## src/rtl/trng_uart_rx.sv

```systemverilog
`timescale 1ns/1ps
`default_nettype none
// ============================================================================
// Module   : trng_uart_rx
// Purpose  : 8N1 UART receiver for the TRNG serial link. A 2-flop
//            synchroniser feeds a mid-bit sampling FSM. Bytes are delivered
//            through a show-ahead FIFO with a valid/ready handshake.
//            Framing and overrun errors are reported as one-cycle pulses.
// Options  : `define TRNG_RX_PARITY_EN selects 8E1 framing and adds the
//            parity_err output.
// Revision : 1.0 - initial release
// ============================================================================
module trng_uart_rx #(
  parameter int CLK_HZ     = 50000000,
  parameter int BAUD       = 115200,
  parameter int FIFO_DEPTH = 4
) (
  input  logic       TRNG_Clock,
  input  logic       TRNG_Enable,
  input  logic       UART_Rx,
  output logic [7:0] rx_data,
  output logic       rx_valid,
  input  logic       rx_ready,
  output logic       frame_err,
  output logic       overrun,
`ifdef TRNG_RX_PARITY_EN
  output logic       parity_err,
`endif
  output logic       rx_busy
);

  localparam int CLKS_PER_BIT = CLK_HZ / BAUD;
  localparam int HALF         = CLKS_PER_BIT / 2;
  localparam int CNT_W        = $clog2(CLKS_PER_BIT + 1);
  localparam int PTR_W        = $clog2(FIFO_DEPTH);
  localparam int FCNT_W       = PTR_W + 1;

  localparam logic [CNT_W-1:0]  CNT_HALF_M1 = CNT_W'(HALF - 1);
  localparam logic [CNT_W-1:0]  CNT_LAST    = CNT_W'(CLKS_PER_BIT - 1);
  localparam logic [FCNT_W-1:0] FIFO_FULL   = FCNT_W'(FIFO_DEPTH);

`ifdef TRNG_RX_PARITY_EN
  typedef enum logic [2:0] {
    IDLE   = 3'd0,
    START  = 3'd1,
    DATA   = 3'd2,
    PARITY = 3'd3,
    STOP   = 3'd4
  } state_t;
`else
  typedef enum logic [2:0] {
    IDLE   = 3'd0,
    START  = 3'd1,
    DATA   = 3'd2,
    STOP   = 3'd4
  } state_t;
`endif

  // --------------------------------------------------------------------------
  // Input synchroniser: the line idles high, so reset the flops to 1 to avoid
  // a false start bit coming out of reset.
  // --------------------------------------------------------------------------
  logic rx_meta;
  logic rx_s;

  // Two-flop synchroniser for the asynchronous serial line
  always_ff @(posedge TRNG_Clock or posedge TRNG_Enable) begin
    if (TRNG_Enable) begin
      rx_meta <= 1'b1;
      rx_s    <= 1'b1;
    end else begin
      rx_meta <= UART_Rx;
      rx_s    <= rx_meta;
    end
  end

  // --------------------------------------------------------------------------
  // Receive FSM
  // --------------------------------------------------------------------------
  state_t           state, state_n;
  logic [CNT_W-1:0] cnt, cnt_n;
  logic [2:0]       bit_idx, bit_idx_n;
  logic [7:0]       shift, shift_n;
  logic             push;
  logic             ferr_n;
  logic             perr_n;
  logic             par_bad;

`ifdef TRNG_RX_PARITY_EN
  logic par_bit, par_n;
  // Even parity: the parity bit must equal the XOR of the data bits
  assign par_bad = par_bit ^ (^shift);
`else
  assign par_bad = 1'b0;
`endif

  // FSM state register and bit-timing counters
  always_ff @(posedge TRNG_Clock or posedge TRNG_Enable) begin
    if (TRNG_Enable) begin
      state   <= IDLE;
      cnt     <= '0;
      bit_idx <= '0;
      shift   <= '0;
`ifdef TRNG_RX_PARITY_EN
      par_bit <= 1'b0;
`endif
    end else begin
      state   <= state_n;
      cnt     <= cnt_n;
      bit_idx <= bit_idx_n;
      shift   <= shift_n;
`ifdef TRNG_RX_PARITY_EN
      par_bit <= par_n;
`endif
    end
  end

  // Next-state logic: sample mid-start, then once per bit period after that
  always_comb begin
    state_n   = state;
    cnt_n     = cnt;
    bit_idx_n = bit_idx;
    shift_n   = shift;
    push      = 1'b0;
    ferr_n    = 1'b0;
    perr_n    = 1'b0;
`ifdef TRNG_RX_PARITY_EN
    par_n     = par_bit;
`endif
    case (state)
      IDLE: begin
        cnt_n = '0;
        if (!rx_s) begin
          state_n = START;
        end
      end
      START: begin
        if (cnt == CNT_HALF_M1) begin
          cnt_n     = '0;
          bit_idx_n = '0;
          // A line that is high again at mid-start was only a glitch
          state_n   = rx_s ? IDLE : DATA;
        end else begin
          cnt_n = cnt + CNT_W'(1);
        end
      end
      DATA: begin
        if (cnt == CNT_LAST) begin
          cnt_n            = '0;
          shift_n[bit_idx] = rx_s;
          bit_idx_n        = bit_idx + 3'd1;
          if (bit_idx == 3'd7) begin
`ifdef TRNG_RX_PARITY_EN
            state_n = PARITY;
`else
            state_n = STOP;
`endif
          end
        end else begin
          cnt_n = cnt + CNT_W'(1);
        end
      end
`ifdef TRNG_RX_PARITY_EN
      PARITY: begin
        if (cnt == CNT_LAST) begin
          cnt_n   = '0;
          par_n   = rx_s;
          state_n = STOP;
        end else begin
          cnt_n = cnt + CNT_W'(1);
        end
      end
`endif
      STOP: begin
        if (cnt == CNT_LAST) begin
          // Leave at mid-stop so a following start edge is not missed
          cnt_n   = '0;
          state_n = IDLE;
          push    = rx_s & ~par_bad;
          ferr_n  = ~rx_s;
          perr_n  = par_bad;
        end else begin
          cnt_n = cnt + CNT_W'(1);
        end
      end
      default: begin
        state_n = IDLE;
        cnt_n   = '0;
      end
    endcase
  end

  assign rx_busy = (state != IDLE);

  // --------------------------------------------------------------------------
  // Show-ahead receive FIFO
  // --------------------------------------------------------------------------
  logic [7:0]        mem [FIFO_DEPTH];
  logic [PTR_W-1:0]  wr_ptr, rd_ptr;
  logic [FCNT_W-1:0] count;
  logic              full;
  logic              pop;
  logic              wr_en;

  assign full     = (count == FIFO_FULL);
  assign rx_valid = (count != '0);
  assign pop      = rx_valid & rx_ready;
  // A pop in the same cycle frees the slot, so a full FIFO can still accept
  assign wr_en    = push & (~full | pop);
  assign rx_data  = rx_valid ? mem[rd_ptr] : 8'h00;

  // Storage array; contents are only observable through rx_valid
  always_ff @(posedge TRNG_Clock) begin
    if (wr_en) begin
      mem[wr_ptr] <= shift;
    end
  end

  // FIFO pointers and occupancy; pointers wrap naturally at a power-of-two depth
  always_ff @(posedge TRNG_Clock or posedge TRNG_Enable) begin
    if (TRNG_Enable) begin
      wr_ptr <= '0;
      rd_ptr <= '0;
      count  <= '0;
    end else begin
      if (wr_en) begin
        wr_ptr <= wr_ptr + PTR_W'(1);
      end
      if (pop) begin
        rd_ptr <= rd_ptr + PTR_W'(1);
      end
      case ({wr_en, pop})
        2'b10:   count <= count + FCNT_W'(1);
        2'b01:   count <= count - FCNT_W'(1);
        default: count <= count;
      endcase
    end
  end

  // Registered one-cycle error pulses, aligned with the cycle after the stop sample
  always_ff @(posedge TRNG_Clock or posedge TRNG_Enable) begin
    if (TRNG_Enable) begin
      frame_err  <= 1'b0;
      overrun    <= 1'b0;
`ifdef TRNG_RX_PARITY_EN
      parity_err <= 1'b0;
`endif
    end else begin
      frame_err  <= ferr_n;
      overrun    <= push & full & ~pop;
`ifdef TRNG_RX_PARITY_EN
      parity_err <= perr_n;
`endif
    end
  end

`ifndef TRNG_RX_PARITY_EN
  // perr_n only drives a port in the parity build
  logic unused_perr;
  assign unused_perr = perr_n;
`endif

endmodule
`default_nettype wire

```

## config.mk

```make
export PLATFORM = sky130hd
export DESIGN_NAME = trng_uart_rx
export DESIGN_NICKNAME = d
export VERILOG_FILES = /design/src/rtl/trng_uart_rx.sv
export SDC_FILE = /design/constraint.sdc
export NUM_CORES = 1
export LEC_CHECK = 0
export BUFFER_PORTS_ARGS = -buffer_cell sky130_fd_sc_hd__clkbuf_2
export CORE_AREA = 2 2 70 89
export CTS_CLUSTER_DIAMETER = 100
export CTS_CLUSTER_SIZE = 20
export DETAILED_ROUTE_END_ITERATION = 12
export DIE_AREA = 0 0 72 91
export GPL_TIMING_DRIVEN = 0
export PLACE_DENSITY = 0.83
export SLEW_MARGIN = 20
export SYNTH_ARGS = -nofsm -noshare
export SYNTH_HDL_FRONTEND = slang
export SYNTH_SLANG_ARGS = --single-unit
```

## constraint.sdc

```tcl
create_clock -name TRNG_Clock -period 2.39 [get_ports TRNG_Clock]
set_input_delay 0.239 -clock TRNG_Clock [delete_from_list [all_inputs] [get_ports TRNG_Clock]]
set_output_delay 0.239 -clock TRNG_Clock [all_outputs]
set_load 0.03 [all_outputs]
```

Word level (Yosys, flattened, before mapping)
Memory sizes are Yosys's and may differ from the RTL's. Cells that the tools add are included.

Register bits after elaboration: 34. Memory bits (writable): 32. Input bits: 4. Output and inout port bits: 12. Logic and storage cells: 76. Memories kept: 1.

Memory list: mem (words 4, width 8, read ports 1, clocked after Yosys merged registers in 0, wr ports 1, line 198) `logic [7:0] mem [FIFO_DEPTH];`.

Add/subtract/negate cells: 6. $lt $le $gt $ge: 2. Equal/unequal tests: 14. Mux-type cells: 24. Bitwise gates (word level): 8. Reduce and logical (&&, ||, !) cells: 10.

Operators by type and width (count): two-way mux 3 bit (7); two-way mux 9 bit (2); case mux 9 bit (2 select lines) (1); case mux 3 bit (2 select lines) (2); case mux 3 bit (4 select lines) (1); inequality test 2 bit, second input constant (5); adder 9 x 1 -> 9 bit, second input constant (1); equality test 3 bit, second input constant (3); equality test 9 x 8 -> 1 bit, second input constant (1); equality test 9 bit, second input constant (1); bitwise mux 8 bit (1); two-way mux 8 bit (1); two-way mux 1 bit (7); adder 3 x 1 -> 3 bit, second input constant (2); nonzero test 3 bit (2); AND reduction 5 bit (1); adder 2 x 1 -> 2 bit, second input constant (2); bitwise AND 1 bit (4); less-than comparator 3 x 4 -> 1 bit, second input constant (1); nonzero test 2 bit (2); demux 1 bit (select 3 bit) (1); equality test 3 x 1 -> 1 bit, second input constant (1); equality test 3 x 2 -> 1 bit, second input constant (1); greater-or-equal comparator 3 x 1 -> 1 bit, second input constant (1); other kinds (11) (13).

Longest topological paths before layout
Depth after elaboration: 6. Gate-level depth with buffers: 9. Mapped depth without buffers: 9.

Worst setup path after synthesis
Ideal clock, no wire load.

Kind: reg2reg. Start: register cnt[3]. End: register count[2]. Setup time: 125 ps. Data arrival time: 2224 ps. Data required time: 2265 ps. Setup slack: 41 ps. Cell stages (with the launch flop): 8. Buffers on the path: 0. Cells stage by stage: dfrtp_1 -> or4b_4 -> nor3_2 -> nor2_1 -> fa_1 -> nor3_1 -> a31oi_1 -> mux2_2.

Word-level cells in the longest chain between the ends: 6. Elaborated cells on any way between the ends: 8.

Ends and longest elaborated chain: start, declared (line 81) `logic [CNT_W-1:0] cnt, cnt_n;`; start signal, assigned (line 109) `cnt <= cnt_n;`; equality test 9 bit (*) (line 175) `if (cnt == CNT_LAST) begin`; two-way mux 1 bit (*) (line 175); two-way mux 1 bit (*) (line 130) `case (state)`; bitwise AND 1 bit (*) (line 209) `assign wr_en = push & (~full | pop);`; equality test 2 x 1 -> 1 bit or equality test 2 bit (tied branches) (line 232) `case ({wr_en, pop})`; case mux 3 bit (2 select lines) or nonzero test 2 bit (tied branches); end signal, assigned (line 233) `2'b10: count <= count + FCNT_W'(1);`; end signal, assigned (line 234) `2'b01: count <= count - FCNT_W'(1);`; end signal, assigned (line 235) `default: count <= count;`; end, declared (line 200) `logic [FCNT_W-1:0] count;`.

Every way passes the cells marked *; elsewhere a longest branch is shown, timed or not. A chain may end at the register's enable or synchronous reset.

Worst setup path after layout
Ends and elaborated chain as after synthesis.

==> impl_results.md <==
* Leak at ~0.0015 µW
* Status: finished, final reports clean
* HPWL Detailed at 3.35 mm
* Synth Warn # at 0
* Core area at 0.00570 mm²
* Critical path class: flip-flop to flip-flop
* Top-level I/O count at 16
* Setup slack, reg-to-reg at 110 ps
* CTS clk-pin slew, worst paths at approximately 70 ps
* Layout area overhead at 15.4%
* Worst EP arrival at 2500 ps
* Number of port buffers at 15
* Syn nets at 230
* Via-to-Cell Ratio at 5.53
* CTS Root Cell: clkbuf_8
* Final Critical Period at 2280 ps
* Relative slew slack at 50.1%
* DRC at 0
* Seq cells post-synth at 66
* Seq/Total Area, Yosys at between 60% and 70%
* Worst-path fanout max at 6
* RSZ-0062 raised after global routing: false
* Synth area leaders: edfxtp_1 32%, dfrtp_1 27%, mux4_2 6.0%
* Worst-Margin Slew at 747 ps
* Sum Neg Setup Slack at 0 ps
* Post-Layout Cell Count at 315
* Peak Freq at 439 MHz
* Mapped Cells at 216
* CTS tree: yes
* Syn_area_per_cell at 13.9 µm²
* Gr ovfl total at 0
* Sw Share at 24.6%
* Critical path required time at 2620 ps
* ANT nets after route at 0
* Nets at roughly 260
* Final instance area at approximately 0.0035 mm²
* Pwr Density at ~800 mW/mm²
* Pin count of the biggest net entering global routing at 35
* Clock sink count at 66
* Tcrit/Tclk final at about 95%
* DR vias at 1,743
* Initial Util at between 50% and 60%
* Core Util, Final at 60.7%
* Antenna Cells at 0
* Area share of the largest cell type after synthesis at 32.1%
* Final Hold Vio Count at 0
* Switch Pwr at 686 µW
* Final setup vio count at 0
* Worst VDD drop at 602 µV
* Die W at 72 µm
* FP Rows at 31
* Post-synth cell types at 45
* Combinational fraction of design power at 12.3%
* Final GP Congestion at 0.774
* Vias in the first global route at approximately 1,700
* CTS Buffer Depth at 2
* Setup ws final at 114 ps
* Wire per inst at roughly 16 µm
* Min-delay worst type: input port to async pin
* Clock power frac at 40.6%
* Setup crit start kind: flip-flop
* Synth area leader: edfxtp_1
* First-pass GRT wire length at 8.23 mm
* Dpl cells at 297
* DRT iter0 DRCs at 120
* Clk Latency, worst-skew pair at approximately 350 ps
* DRT Pass-1 Iters at 6
* Die Area at between 0.006 and 0.007 mm²
* CP Capture Type: flip-flop
* WL final at roughly 5 mm
* Setup Skew at 10.5 ps
* Final Slew Violations at 0
* Area after DPL at between 0.003 and 0.004 mm²
* Fraction of layout cells with a size suffix above 1 at between 20% and 30%
* Sequential power share at 47.1%
* H-tree depth at 3
* GRT Overall Usage at 16.9%
* Synth Cell Area at approximately 0.0030 mm²
* Worst slack, placed at -261 ps
* Max_cap viols at 0
* Chip height at 91 µm
* CTS Buf Count at 9
* Internal Power at between 2000 and 2500 µW
* Initial antenna violation count at 0
## logic make-up after synthesis
| family | Yosys count | synth area share [%] |
|---|---|---|
| and+or+nand+nor | 73 | 15.0 |
| DFF | 66 | 60.5 |
| AOI/OAI and AO/OA | 19 | 4.26 |
| buffers and inverters | 18 | 2.25 |
| muxes | 18 | 10.0 |
| xor gates and xnor gates | 12 | 3.51 |
| adders and majority gates | 10 | 4.42 |
## state kept, by name (all words and copies together), names as in the netlist
register / cells
wr_ptr: 2
bit_idx: 3
rx_s: 1
state: 3
rd_ptr: 2
overrun: 1
mem: 32
shift: 8
count: 3
rx_meta: 1
frame_err: 1
cnt: 9
## worst paths after layout
| check | start | cells past startpoint | endpoint |
|---|---|---|---|
| min in group TRNG_Clock | rx_ready | 3 | rd_ptr[1] |
| max in group asynchronous | TRNG_Enable | 2 | shift[6] |
| hold / removal | TRNG_Enable | 2 | shift[2] |
| setup reg to reg | cnt[3] | 7 | count[2] |
| hold reg to reg | rx_meta | 0 | rx_s |
| setup / recovery | cnt[3] | 7 | count[2] |
## stage by stage
step           hold WS, ps  total power, µW
3_3_place_gp           328             1680
6_report              10.7             2790
5_1_grt               73.3             2910
4_1_cts               24.7             2810
2_1_floorplan          243             1600
3_5_place_dp           329             1690
## layout make-up
cell class / count / area, µm²
Buffer: 4 / 15.0
Clock buffer: 11 / 141
Clock inverter: 5 / 101
Fill cell: 444 / 2240
Inverter: 11 / 41.3
Multi-Input combinational cell: 132 / 1150
Sequential cell: 66 / 1810
Tap cell: 66 / 82.6
Timing Repair Buffer: 20 / 115
## layout by cell type (no fill, tap or decap), types with 3 or more instances in the layout
cell type / count
buf_4: 4
nor3b_1: 4
dfrtp_1: 32
nor2_1: 12
clkbuf_1: 4
mux2_1: 4
nor3_1: 4
o21ai_0: 7
nand4_1: 6
and2_2: 3
ha_1: 9
xnor2_1: 5
inv_1: 10
edfxtp_1: 32
mux4_2: 8
clkbuf_8: 10
nand2_1: 7
nand3_1: 8
a31oi_1: 3
and2_1: 9
clkbuf_2: 15
bufinv_16: 3
xor2_1: 7
mux2_2: 4
## synthesized netlist by cell type, drive strengths merged
| cell | number |
|---|---|
| a21boi | 1 |
| a21oi | 1 |
| a22o | 2 |
| a22oi | 1 |
| a31o | 1 |
| a31oi | 3 |
| and2 | 13 |
| and2b | 1 |
| and3 | 1 |
| and4 | 1 |
| and4b | 2 |
| buf | 1 |
| clkbuf | 6 |
| dfrtp | 32 |
| dfstp | 2 |
| edfxtp | 32 |
| fa | 1 |
| ha | 9 |
| inv | 11 |
| mux2 | 10 |
| mux4 | 8 |
| nand2 | 7 |
| nand2b | 1 |
| nand3 | 8 |
| nand3b | 2 |
| nand4 | 6 |
| nand4bb | 1 |
| nor2 | 12 |
| nor2b | 1 |
| nor3 | 6 |
| nor3b | 4 |
| nor4 | 2 |
| nor4bb | 1 |
| o2111ai | 2 |
| o21ai | 7 |
| o22ai | 1 |
| or3 | 2 |
| or4b | 2 |
| xnor2 | 5 |
| xor2 | 7 |
## critical path, cell delays in order (launching register included)
cell     delay (ps)
dfrtp_1         450
or4b_4          600
nor3_4          160
nor2_1           80
fa_2            380
nor3_2          170
a31oi_1          50
mux2_2          260
## metal layers
metal | track usage (%) | wire length [µm]
met5 | 0 | 0
met1 | 20.6 | 2230
met2 | 27.0 | 2520
met3 | 3.33 | 104
met4 | 10.8 | 144
## power groups by stage
stage	registers (µW)	logic, µW	clock network (µW)
floorplan	1280	316	0
global placement	1290	390	0
detailed placement	1290	401	0
CTS	1320	349	1150
global route	1330	392	1190
finish	1310	344	1130
## repair_timing
action                     CTS  global route
pin swaps                    1             1
buffers inserted             1             3
hold endpoints to repair     1             0
gates resized for setup      6             5
hold buffers                 1             0
setup endpoints to repair   41            45
(Power assumes the default switching activity.)
